===== src/rtl/mem_latency_probe.sv =====
// mem_latency_probe: drives addresses into a memory under test and measures how many
// cycles pass before the read data matches the expected pattern; last/min/max/timeouts.
`default_nettype none

module mem_latency_probe #(
  parameter int              ADDR_W  = 7,
  parameter int              DATA_W  = 4,
  parameter int              CNT_W   = 8,
  parameter int              TIMEOUT = 200,
  parameter logic [DATA_W-1:0] EXP_XOR = '0
) (
  input  logic              clk,
  input  logic              rst,
  input  logic              start,
  input  logic              mode,
  output logic [ADDR_W-1:0] mem_addr,
  input  logic [DATA_W-1:0] mem_data,
  output logic              busy,
  output logic              done,
  output logic              timeout_err,
  output logic [CNT_W-1:0]  lat_last,
  output logic [CNT_W-1:0]  lat_min,
  output logic [CNT_W-1:0]  lat_max,
  output logic [ADDR_W:0]   err_count
);

  localparam logic [CNT_W-1:0]  TIMEOUT_C = CNT_W'(TIMEOUT);
  localparam logic [CNT_W-1:0]  CNT_ONE   = CNT_W'(1);
  localparam logic [ADDR_W-1:0] ADDR_ONE  = ADDR_W'(1);
  localparam logic [ADDR_W:0]   STEP_ONE  = (ADDR_W+1)'(1);
  localparam logic [ADDR_W:0]   STEP_ALL  = {1'b1, {ADDR_W{1'b0}}};

  typedef enum logic [0:0] {
    IDLE = 1'b0,
    WAIT = 1'b1
  } state_t;

  state_t             state;
  logic [CNT_W-1:0]   cnt;
  logic [ADDR_W:0]    steps;
  logic               match;

  assign match = (mem_data == (mem_addr[DATA_W-1:0] ^ EXP_XOR));

  always_ff @(posedge clk) begin
    if (rst) begin
      state       <= IDLE;
      mem_addr    <= '0;
      cnt         <= '0;
      steps       <= '0;
      busy        <= 1'b0;
      done        <= 1'b0;
      timeout_err <= 1'b0;
      lat_last    <= '0;
      lat_min     <= '1;
      lat_max     <= '0;
      err_count   <= '0;
    end else begin
      done <= 1'b0;
      case (state)
        IDLE: begin
          if (start) begin
            mem_addr    <= mem_addr + ADDR_ONE;
            cnt         <= '0;
            steps       <= mode ? STEP_ALL : STEP_ONE;
            timeout_err <= 1'b0;
            err_count   <= '0;
            lat_min     <= '1;
            lat_max     <= '0;
            busy        <= 1'b1;
            state       <= WAIT;
          end
        end
        WAIT: begin
          if (match || (cnt == TIMEOUT_C)) begin
            // A match in the same cycle as the timeout still counts as a match.
            if (match) begin
              lat_last <= cnt;
              lat_min  <= (cnt < lat_min) ? cnt : lat_min;
              lat_max  <= (cnt > lat_max) ? cnt : lat_max;
            end else begin
              lat_last    <= TIMEOUT_C;
              timeout_err <= 1'b1;
              err_count   <= err_count + STEP_ONE;
            end
            steps <= steps - STEP_ONE;
            if (steps > STEP_ONE) begin
              mem_addr <= mem_addr + ADDR_ONE;
              cnt      <= '0;
            end else begin
              busy  <= 1'b0;
              done  <= 1'b1;
              state <= IDLE;
            end
          end else begin
            cnt <= cnt + CNT_ONE;
          end
        end
        default: state <= IDLE;
      endcase
    end
  end

endmodule

`default_nettype wire

===== config.mk =====
export PLATFORM = sky130hd
export DESIGN_NAME = mem_latency_probe
export DESIGN_NICKNAME = d
export VERILOG_FILES = /design/src/rtl/mem_latency_probe.sv
export SDC_FILE = /design/constraint.sdc
export NUM_CORES = 1
export LEC_CHECK = 0
export ABC_CLOCK_PERIOD_IN_PS = 4000
export BUFFER_PORTS_ARGS = -buffer_cell sky130_fd_sc_hd__buf_2
export CAP_MARGIN = 15
export CORE_MARGIN = 2
export CORE_UTILIZATION = 50
export DETAILED_ROUTE_END_ITERATION = 6
export GPL_ROUTABILITY_DRIVEN = 0
export PLACE_DENSITY = 0.8
export SKIP_CTS_REPAIR_TIMING = 1
export SLEW_MARGIN = 20
export SYNTH_ARGS = -nofsm -noshare
export SYNTH_HDL_FRONTEND = slang
export SYNTH_SLANG_ARGS = --single-unit

===== constraint.sdc =====
create_clock -name clk -period 4 [get_ports clk]
set_clock_uncertainty 0.2 [all_clocks]
set_input_delay 0.2 -clock clk [delete_from_list [all_inputs] [get_ports clk]]
set_output_delay 0.2 -clock clk [all_outputs]
set_load 0.01 [all_outputs]

==> results of run 1 <==
-- cell usage in the layout (no fill, tap or decap), drive strengths merged, types with 2 or more instances in the layout --
cell          n
a22oi         5
dfxtp        59
nor3         12
o221a         2
o2111ai       3
xor2          8
nor2b         3
and4          4
clkinv        3
a21o          2
nand3        17
a211oi       10
nor4          3
nand2        27
nor3b         4
nand3b        2
a21oi        13
clkbuf       13
dlygate4sd3   2
nand4        12
and3          7
a41oi         5
o21a          2
a2111oi      16
buf          53
o211ai        7
or2           3
and2          4
inv          22
ha           21
o41ai         3
o21ai        13
or3           4
xnor2         6
nor2         30
mux2i        15
-- through the flow --
step / instances / setup slack, ns / utilization (%) / power, uW
after floorplan: 383 / 1.84 / - / 855
after global placement: 490 / 1.50 / 56.6 / 907
after detailed placement: 490 / 1.39 / 56.6 / 915
after CTS: 505 / 1.38 / 59.4 / 1410
after global routing: 507 / 1.09 / 59.7 / 1470
final: 507 / 1.37 / 59.7 / 1400
-- logic make-up (layout without fill, tap and decap cells) --
family / Yosys count / in the layout
buf+inv: 46 / 93
fa+ha+maj: 21 / 21
flops: 59 / 59
simple gates: 135 / 135
mux: 16 / 16
xor+xnor: 14 / 14
compound gates: 92 / 92
-- flip-flops by register name, summed over array words and instances (netlist names) --
signal	flops
err_count	8
lat_last	8
lat_max	8
mem_addr	7
cnt	8
state	1
lat_min	8
busy	1
timeout_err	1
done	1
steps	8
-- worst max-delay path, cell delays in order, from the launching register on --
cell and delay, ns:
dfxtp_1 0.37, xnor2_1 0.31, nand4_2 0.35, nor4_4 0.71, and2_1 0.42, a211oi_1 0.13
-- per-layer routing --
metal / track usage, % / up-vias / wire (um)
met5: 0 / - / 0
li1: - / 1521 / -
met1: 28.2 / 1463 / 3500
met2: 37.1 / 92 / 3860
met3: 5.58 / 13 / 508
met4: 9.67 / 0 / 131
-- power by group --
| group | leakage, uW | switching (uW) | internal, uW |
|---|---|---|---|
| sequential | 0.000478 | 33.7 | 612 |
| combinational | 0.00104 | 167 | 96.5 |
| clock | 0.0000953 | 224 | 270 |
-- worst paths after layout --
check        slack, ns  cells past startpoint      endpoint
min               0.12                      2  err_count[4]
min reg2reg       0.26                      2   timeout_err
max reg2reg       1.37                      5    lat_min[5]
max               1.37                      5    lat_min[5]
-- final cells by class --
class                   instances  area [um2]  share of cell area, %
well taps                      77        96.3                   2.51
clock buffers                  13         169                   4.40
multi-input cells             278        2000                   52.1
clock inverters                 2        10.0                  0.261
flip-flops and latches         59        1180                   30.8
repair buffers                 55         295                   7.70
inverters                      23        86.3                   2.25
==> run summary, run 1 <==
total congestion overflow -> 0
GRT Total Usage -> 22.6%
RR Startpoint -> mem_addr[0]
CP required -> 4.00 ns
post-synthesis sequential area ratio -> 35.0%
IO Count -> 50
Core Box Area -> 6420 um2
CP Class -> flop to flop
power per cell area -> 366 nW/um2
Clock Path Buffers -> 2
setup TNS -> 0 ns
synthesized area -> 3370 um2
vias in the first global route -> 2917
Final HPWL DP -> 5.56 mm
worst min path class -> input port to flop
drt via density -> 6.09
wire length of the first global-routing pass -> 13.3 mm
status -> completed
largest family of logic cells by synthesized area -> simple AND/OR/NAND/NOR gates
Final nets -> 455
Num Clock Sinks -> 59
Hold Vio Cnt, Final -> 0
Filler cells -> 552
Worst-Margin Slew -> 0.779 ns
simple-gate portion of the synthesized area -> 22.1%
Post-synth EDFFs -> 0
final setup violation count -> 0
routed len/inst -> 15.8 um
VDD IR max -> 0.000280 V
Adder-Cell Fraction of Synth Area -> 7.79%
root buf cell -> clkbuf_8
initial antenna violation count -> 0
first drt pass iteration count -> 5
Max FO, Critical Path -> 17
DP Area -> 3640 um2
Max-slew headroom -> 48.0%
Crit. Startpoint -> mem_addr[0]
Die X -> 86.1 um
mux cell area share after synthesis -> 4.79%
crit share post-route -> 65.8%
crit path DAT -> 2.63 ns
most common cell in the netlist -> dfxtp_1
Slew Limit Fails -> 0
H-tree depth -> 3
Reg clk slew, reported paths -> 0.06 ns
Post-Route WL -> 8.00 mm
die height -> 86.1 um
Non-Filler Cell Area, Final -> 3830 um2
top post-synthesis cells by count -> dfxtp_1 (59), nor2_1 (30), nand2_1 (26), inv_1 (22), ha_1 (21)
largest net degree at the start of global routing -> 59
Syn Nets -> 412
synth top area cells -> dfxtp_1 (35%), ha_1 (7.8%), mux2i_1 (4.5%), a2111oi_0 (3.6%), nor2_1 (3.3%)
syn_area_per_cell -> 8.80 um2
antenna cells -> 0
CTS tree -> done
FMAX -> 380 MHz
Tmin final -> 2.63 ns
top_reg_cell synth -> dfxtp_1
Yosys warning count -> 0
Synth Area in Compound Gates -> 20.9%
Fin Hold WS -> 0.125 ns
Detailed Route Iter0 Violations -> 199
port bufs -> 49
via count -> 3089
synthesis-to-finish area growth -> 13.7%
unrepaired setup endpoints after global routing -> false
crit path launch type -> flop
Post-Syn Instances -> 383
Cell variety after synth -> 60
Residual DRC -> 0
Clock Latency Late Sink -> 0.34 ns
cell row count -> 29
leading area contributor after synthesis -> dfxtp_1
share of cells above drive strength 1 -> 19.3%
#FFs+latches synth -> 59
asr flop ratio synth -> 0%
XOR/XNOR Fraction of Synth Area -> 3.64%
Starting Density -> 52.5%
min-delay src -> start
Die ar. -> 7420 um2
max_cap viols -> 0
LEAKAGE -> 0.00161 uW
antenna viol nets, final -> 0
nature of the critical path endpoint -> flop
CTS buffer count -> 9
Synth top area share -> 35.0%
(Power assumes the default switching activity.)
==> run 2, diff against run 1 <==
--- a/config.mk
+++ b/config.mk
@@ -5,7 +5,8 @@
 export SDC_FILE = /design/constraint.sdc
 export NUM_CORES = 1
 export LEC_CHECK = 0
-export ABC_CLOCK_PERIOD_IN_PS = 4000
+export ABC_AREA = 1
+export ABC_CLOCK_PERIOD_IN_PS = 2500
 export BUFFER_PORTS_ARGS = -buffer_cell sky130_fd_sc_hd__buf_2
 export CAP_MARGIN = 15
 export CORE_MARGIN = 2
==> constraint.sdc (replaced) <==
create_clock -name clk -period 2.5 [get_ports clk]
set_clock_uncertainty 0.2 [all_clocks]
set_input_delay 0.125 -clock clk [delete_from_list [all_inputs] [get_ports clk]]
set_output_delay 0.125 -clock clk [all_outputs]
set_load 0.01 [all_outputs]
==> run summary, run 2 <==
Clock Path Buffers -> 2
first drt pass iteration count -> 4
most common cell in the netlist -> nand2_1
H-tree depth -> 3
antenna viol nets, final -> 0
crit path launch type -> flop
synthesis-to-finish area growth -> 14.8%
synthesized area -> 3360 um2
#FFs+latches synth -> 59
Num Clock Sinks -> 59
die height -> 85.9 um
antenna cells -> 0
Reg clk slew, reported paths -> 0.07 ns
Residual DRC -> 0
cell row count -> 29
Tmin final -> 2.25 ns
power per cell area -> 617 nW/um2
Clock Latency Late Sink -> 0.34 ns
CP Class -> flop to flop
GRT Total Usage -> 22.9%
largest net degree at the start of global routing -> 36
Die X -> 85.9 um
Worst-Margin Slew -> 0.789 ns
top post-synthesis cells by count -> nand2_1 (119), dfxtp_1 (59), nand3_1 (57), inv_1 (52), nor2_1 (50)
max_cap viols -> 0
Final HPWL DP -> 5.68 mm
synth top area cells -> dfxtp_1 (35%), nand2_1 (13%), nand3_1 (8.5%), ha_1 (7.8%), a21oi_1 (6.7%)
DP Area -> 3630 um2
initial antenna violation count -> 0
Post-Route WL -> 7.92 mm
via count -> 3238
pre-CTS WS -> 0.280 ns
Filler cells -> 567
setup TNS -> 0 ns
IO Count -> 50
FF-to-FF setup slack -> 0.25 ns
asr flop ratio synth -> 0%
Syn Nets -> 517
Slew Limit Fails -> 0
vias in the first global route -> 3145
Yosys warning count -> 0
Hold Vio Cnt, Final -> 0
FMAX -> 444 MHz
Die ar. -> 7390 um2
Core Box Area -> 6420 um2
Max-slew headroom -> 47.4%
routed len/inst -> 12.8 um
Non-Filler Cell Area, Final -> 3850 um2
final setup violation count -> 0
post-synthesis sequential area ratio -> 35.2%
crit path DAT -> 2.33 ns
syn_area_per_cell -> 6.88 um2
Post-Syn Instances -> 488
Final nets -> 565
LEAKAGE -> 0.00189 uW
total congestion overflow -> 0
most frequent cells in the layout -> nand2_1 (119), dfxtp_1 (59), nand3_1 (57), inv_1 (52), nor2_1 (50)
most common cell after layout, fill and taps aside -> nand2_1
status -> completed
wire length of the first global-routing pass -> 13.7 mm
root buf cell -> clkbuf_8
VDD IR max -> 0.000337 V
top_reg_cell synth -> dfxtp_1
CTS tree -> done
Worst Setup Slack, final -> 0.250 ns
Detailed Route Iter0 Violations -> 218
Cell variety after synth -> 29
port bufs -> 49
drt via density -> 5.24
Synth top area share -> 35.2%
worst min path class -> input port to flop
share of cells above drive strength 1 -> 16.3%
crit share post-route -> 90.0%
Post-synth EDFFs -> 0
CP required -> 2.58 ns
CTS buffer count -> 9
Max FO, Critical Path -> 11
nature of the critical path endpoint -> flop
leading area contributor after synthesis -> dfxtp_1
unrepaired setup endpoints after global routing -> false
Starting Density -> 52.3%
## run 2: cell count changes in the layout (fill, tap and decap cells not counted), moves of 14 or more
cell / delta
a21oi_1: +32
nor2_1: +20
nand2_1: +93
mux2i_1: -15
nand3_1: +40
a2111oi_0: -14
inv_1: +30
## run 2: cell type report
class / instances / area (um2) / share of cell area, %
Clock buffer: 11 / 131 / 3.41
Clock inverter: 5 / 77.6 / 2.01
Inverter: 55 / 206 / 5.36
Multi-Input combinational cell: 355 / 1860 / 48.3
Sequential cell: 59 / 1180 / 30.6
Tap cell: 77 / 96.3 / 2.50
Timing Repair Buffer: 56 / 300 / 7.79
## run 2: path summary, 6_finish.rpt
kind                               endpoint   startpoint  depth (start not counted)
worst min register to register  lat_last[4]  lat_last[4]                          2
worst max-delay path               steps[0]       cnt[1]                         11
worst max register to register     steps[0]       cnt[1]                         11
worst min-delay path                   busy        start                          3
## run 2: stage by stage
step / hold WS (ns) / instances / util, % / power [uW]
global route: 0.0992 / 618 / 60.0 / 2500
finish: 0.0841 / 618 / 60.0 / 2380
floorplan: 0.160 / 488 / - / 1350
CTS: -0.0602 / 617 / 59.8 / 2390
detailed placement: 0.248 / 601 / 56.6 / 1450
global placement: 0.246 / 601 / 56.6 / 1440
## run 2: cell families after synthesis
family	count (synthesis)	synth area share [%]
adder cells (fa/ha/maj)	21	7.83
buffers and inverters	74	9.39
XOR/XNOR	17	4.44
AND/OR/NAND/NOR	253	33.0
AO/OA/AOI/OAI	64	10.1
flip-flops	59	35.2
## run 2: critical path, stage by stage (launching register included)
cell	delay, ns
dfxtp_1	0.54
inv_1	0.14
ha_1	0.20
nand3_1	0.13
nor2_2	0.05
nand2_1	0.12
nand2_2	0.19
nand2_2	0.23
nand2_1	0.16
nand2_1	0.09
nand2_1	0.05
nor2_1	0.10
## run 2: where the power goes
part | switching (uW) | internal, uW
sequential | 47.0 | 987
clock | 379 | 558
combinational | 258 | 147
total | 684 | 1690
## run 2: layer usage
| layer | vias up | routed length (um) | GRT usage [%] |
|---|---|---|---|
| met5 | - | 0 | 0 |
| met4 | 0 | 95 | 13.3 |
| met3 | 13 | 515 | 6.45 |
| met2 | 96 | 3620 | 35.7 |
| met1 | 1463 | 3690 | 28.3 |
| li1 | 1666 | - | - |
==> run 3, diff against run 2 <==
--- a/config.mk
+++ b/config.mk
@@ -10,10 +10,10 @@
 export BUFFER_PORTS_ARGS = -buffer_cell sky130_fd_sc_hd__buf_2
 export CAP_MARGIN = 15
 export CORE_MARGIN = 2
-export CORE_UTILIZATION = 50
+export CORE_UTILIZATION = 55
 export DETAILED_ROUTE_END_ITERATION = 6
 export GPL_ROUTABILITY_DRIVEN = 0
-export PLACE_DENSITY = 0.8
+export PLACE_DENSITY = 0.86
 export SKIP_CTS_REPAIR_TIMING = 1
 export SLEW_MARGIN = 20
 export SYNTH_ARGS = -nofsm -noshare
==> run summary, run 3 (synthesis gave the netlist of run 2 again) <==
status -> completed
largest net degree at the start of global routing -> 36
CTS tree -> done
switching part of the total power -> 30.0%
Final HPWL DP -> 5.66 mm
fin cells -> 616
internal power -> 1620 uW
register area -> 1180 um2
Reg power frac -> 44.7%
drt via density -> 5.33
first drt pass iteration count -> 5
antenna viol nets, final -> 0
Final nets -> 565
VDD IR max -> 0.000338 V
total congestion overflow -> 0
share of cells above drive strength 1 -> 16.5%
Clock Path Buffers -> 2
routed len/inst -> 12.9 um
Post-Route WL -> 7.96 mm
crit share post-route -> 88.8%
Core Box Area -> 5920 um2
max_cap viols -> 0
Clock Latency Late Sink -> 0.34 ns
combinational group share of total power -> 17.7%
Starting Density -> 56.7%
port bufs -> 49
root buf cell -> clkbuf_8
cell row count -> 28
Slew Limit Fails -> 0
crit path launch type -> flop
Worst Setup Slack, final -> 0.281 ns
Die X -> 82.1 um
unrepaired setup endpoints after global routing -> false
pre-CTS WS -> 0.310 ns
IO Count -> 50
Max-slew headroom -> 48.6%
Worst-Margin Slew -> 0.770 ns
die height -> 82.1 um
most common cell after layout, fill and taps aside -> nand2_1
final setup violation count -> 0
Num Clock Sinks -> 59
DP Cell Count -> 599
worst min path class -> input port to flop
Tmin final -> 2.22 ns
clock share of power -> 37.7%
power per cell area -> 603 nW/um2
vias in the first global route -> 2898
most frequent cells in the layout -> nand2_1 (119), dfxtp_1 (59), nand3_1 (57), inv_1 (52), nor2_1 (50)
net switching power -> 693 uW
Detailed Route Iter0 Violations -> 182
CP Class -> flop to flop
setup TNS -> 0 ns
Filler cells -> 545
final design utilization -> 64.8%
Hold Vio Cnt, Final -> 0
FMAX -> 451 MHz
crit path DAT -> 2.30 ns
via count -> 3285
wire length of the first global-routing pass -> 12.9 mm
synthesis-to-finish area growth -> 14.3%
LEAKAGE -> 0.00189 uW
Max FO, Critical Path -> 11
Die ar. -> 6740 um2
H-tree depth -> 3
initial antenna violation count -> 0
antenna cells -> 0
Residual DRC -> 0
nature of the critical path endpoint -> flop
Reg clk slew, reported paths -> 0.07 ns
CP required -> 2.58 ns
GRT Total Usage -> 25.0%
Multi-input gate area -> 1860 um2
CTS buffer count -> 9
[run 3: cell count changes in the layout (fill, tap and decap cells not counted), sizes merged]
cell / before / now
bufinv: 2 / 1
clkinv: 2 / 3
[run 3: cell type report]
type                       instances  share of cell area (%)
multi-input combinational        355                    48.5
sequential                        59                    30.8
clock inverter                     5                    1.37
timing repair buffer              56                    7.83
inverter                          55                    5.38
clock buffer                      11                    3.69
tap                               75                    2.45
[run 3: path summary, 6_finish.rpt]
| path | slack [ns] | start | depth (start not counted) | to |
|---|---|---|---|---|
| worst min register to register | 0.26 | lat_last[5] | 2 | lat_last[5] |
| worst min-delay path | 0.09 | start | 3 | busy |
| worst max-delay path | 0.28 | cnt[1] | 11 | steps[0] |
| worst max register to register | 0.28 | cnt[1] | 11 | steps[0] |
[run 3: critical path: stages (launching register included)]
cell	delay, ns
dfxtp_1	0.55
inv_1	0.12
ha_1	0.20
nand3_1	0.13
nor2_2	0.05
nand2_1	0.11
nand2_2	0.18
nand2_2	0.22
nand2_1	0.15
nand2_1	0.09
nand2_1	0.05
nor2_1	0.11
[run 3: metal layers]
metal,track usage [%],part of all wire [%]
met3,6.41,6.4
met4,10.2,1.8
met2,39.7,45
met5,0,0
met1,32.4,46
[run 3: through the flow]
| step | hold slack [ns] | cell area [um2] | total power, uW |
|---|---|---|---|
| after floorplan | 0.160 | 3360 | 1350 |
| after global placement | 0.242 | 3630 | 1440 |
| after detailed placement | 0.246 | 3630 | 1460 |
| after CTS | -0.0646 | 3830 | 2330 |
| after global routing | 0.104 | 3840 | 2430 |
| final | 0.0871 | 3840 | 2310 |
[run 3: power groups by stage]
| stage | combinational (uW) | sequential (uW) | clock, uW |
|---|---|---|---|
| floorplan | 289 | 1060 | 0 |
| global placement | 391 | 1050 | 0 |
| detailed placement | 404 | 1050 | 0 |
| CTS | 406 | 1030 | 889 |
| global route | 464 | 1040 | 926 |
| finish | 409 | 1030 | 871 |
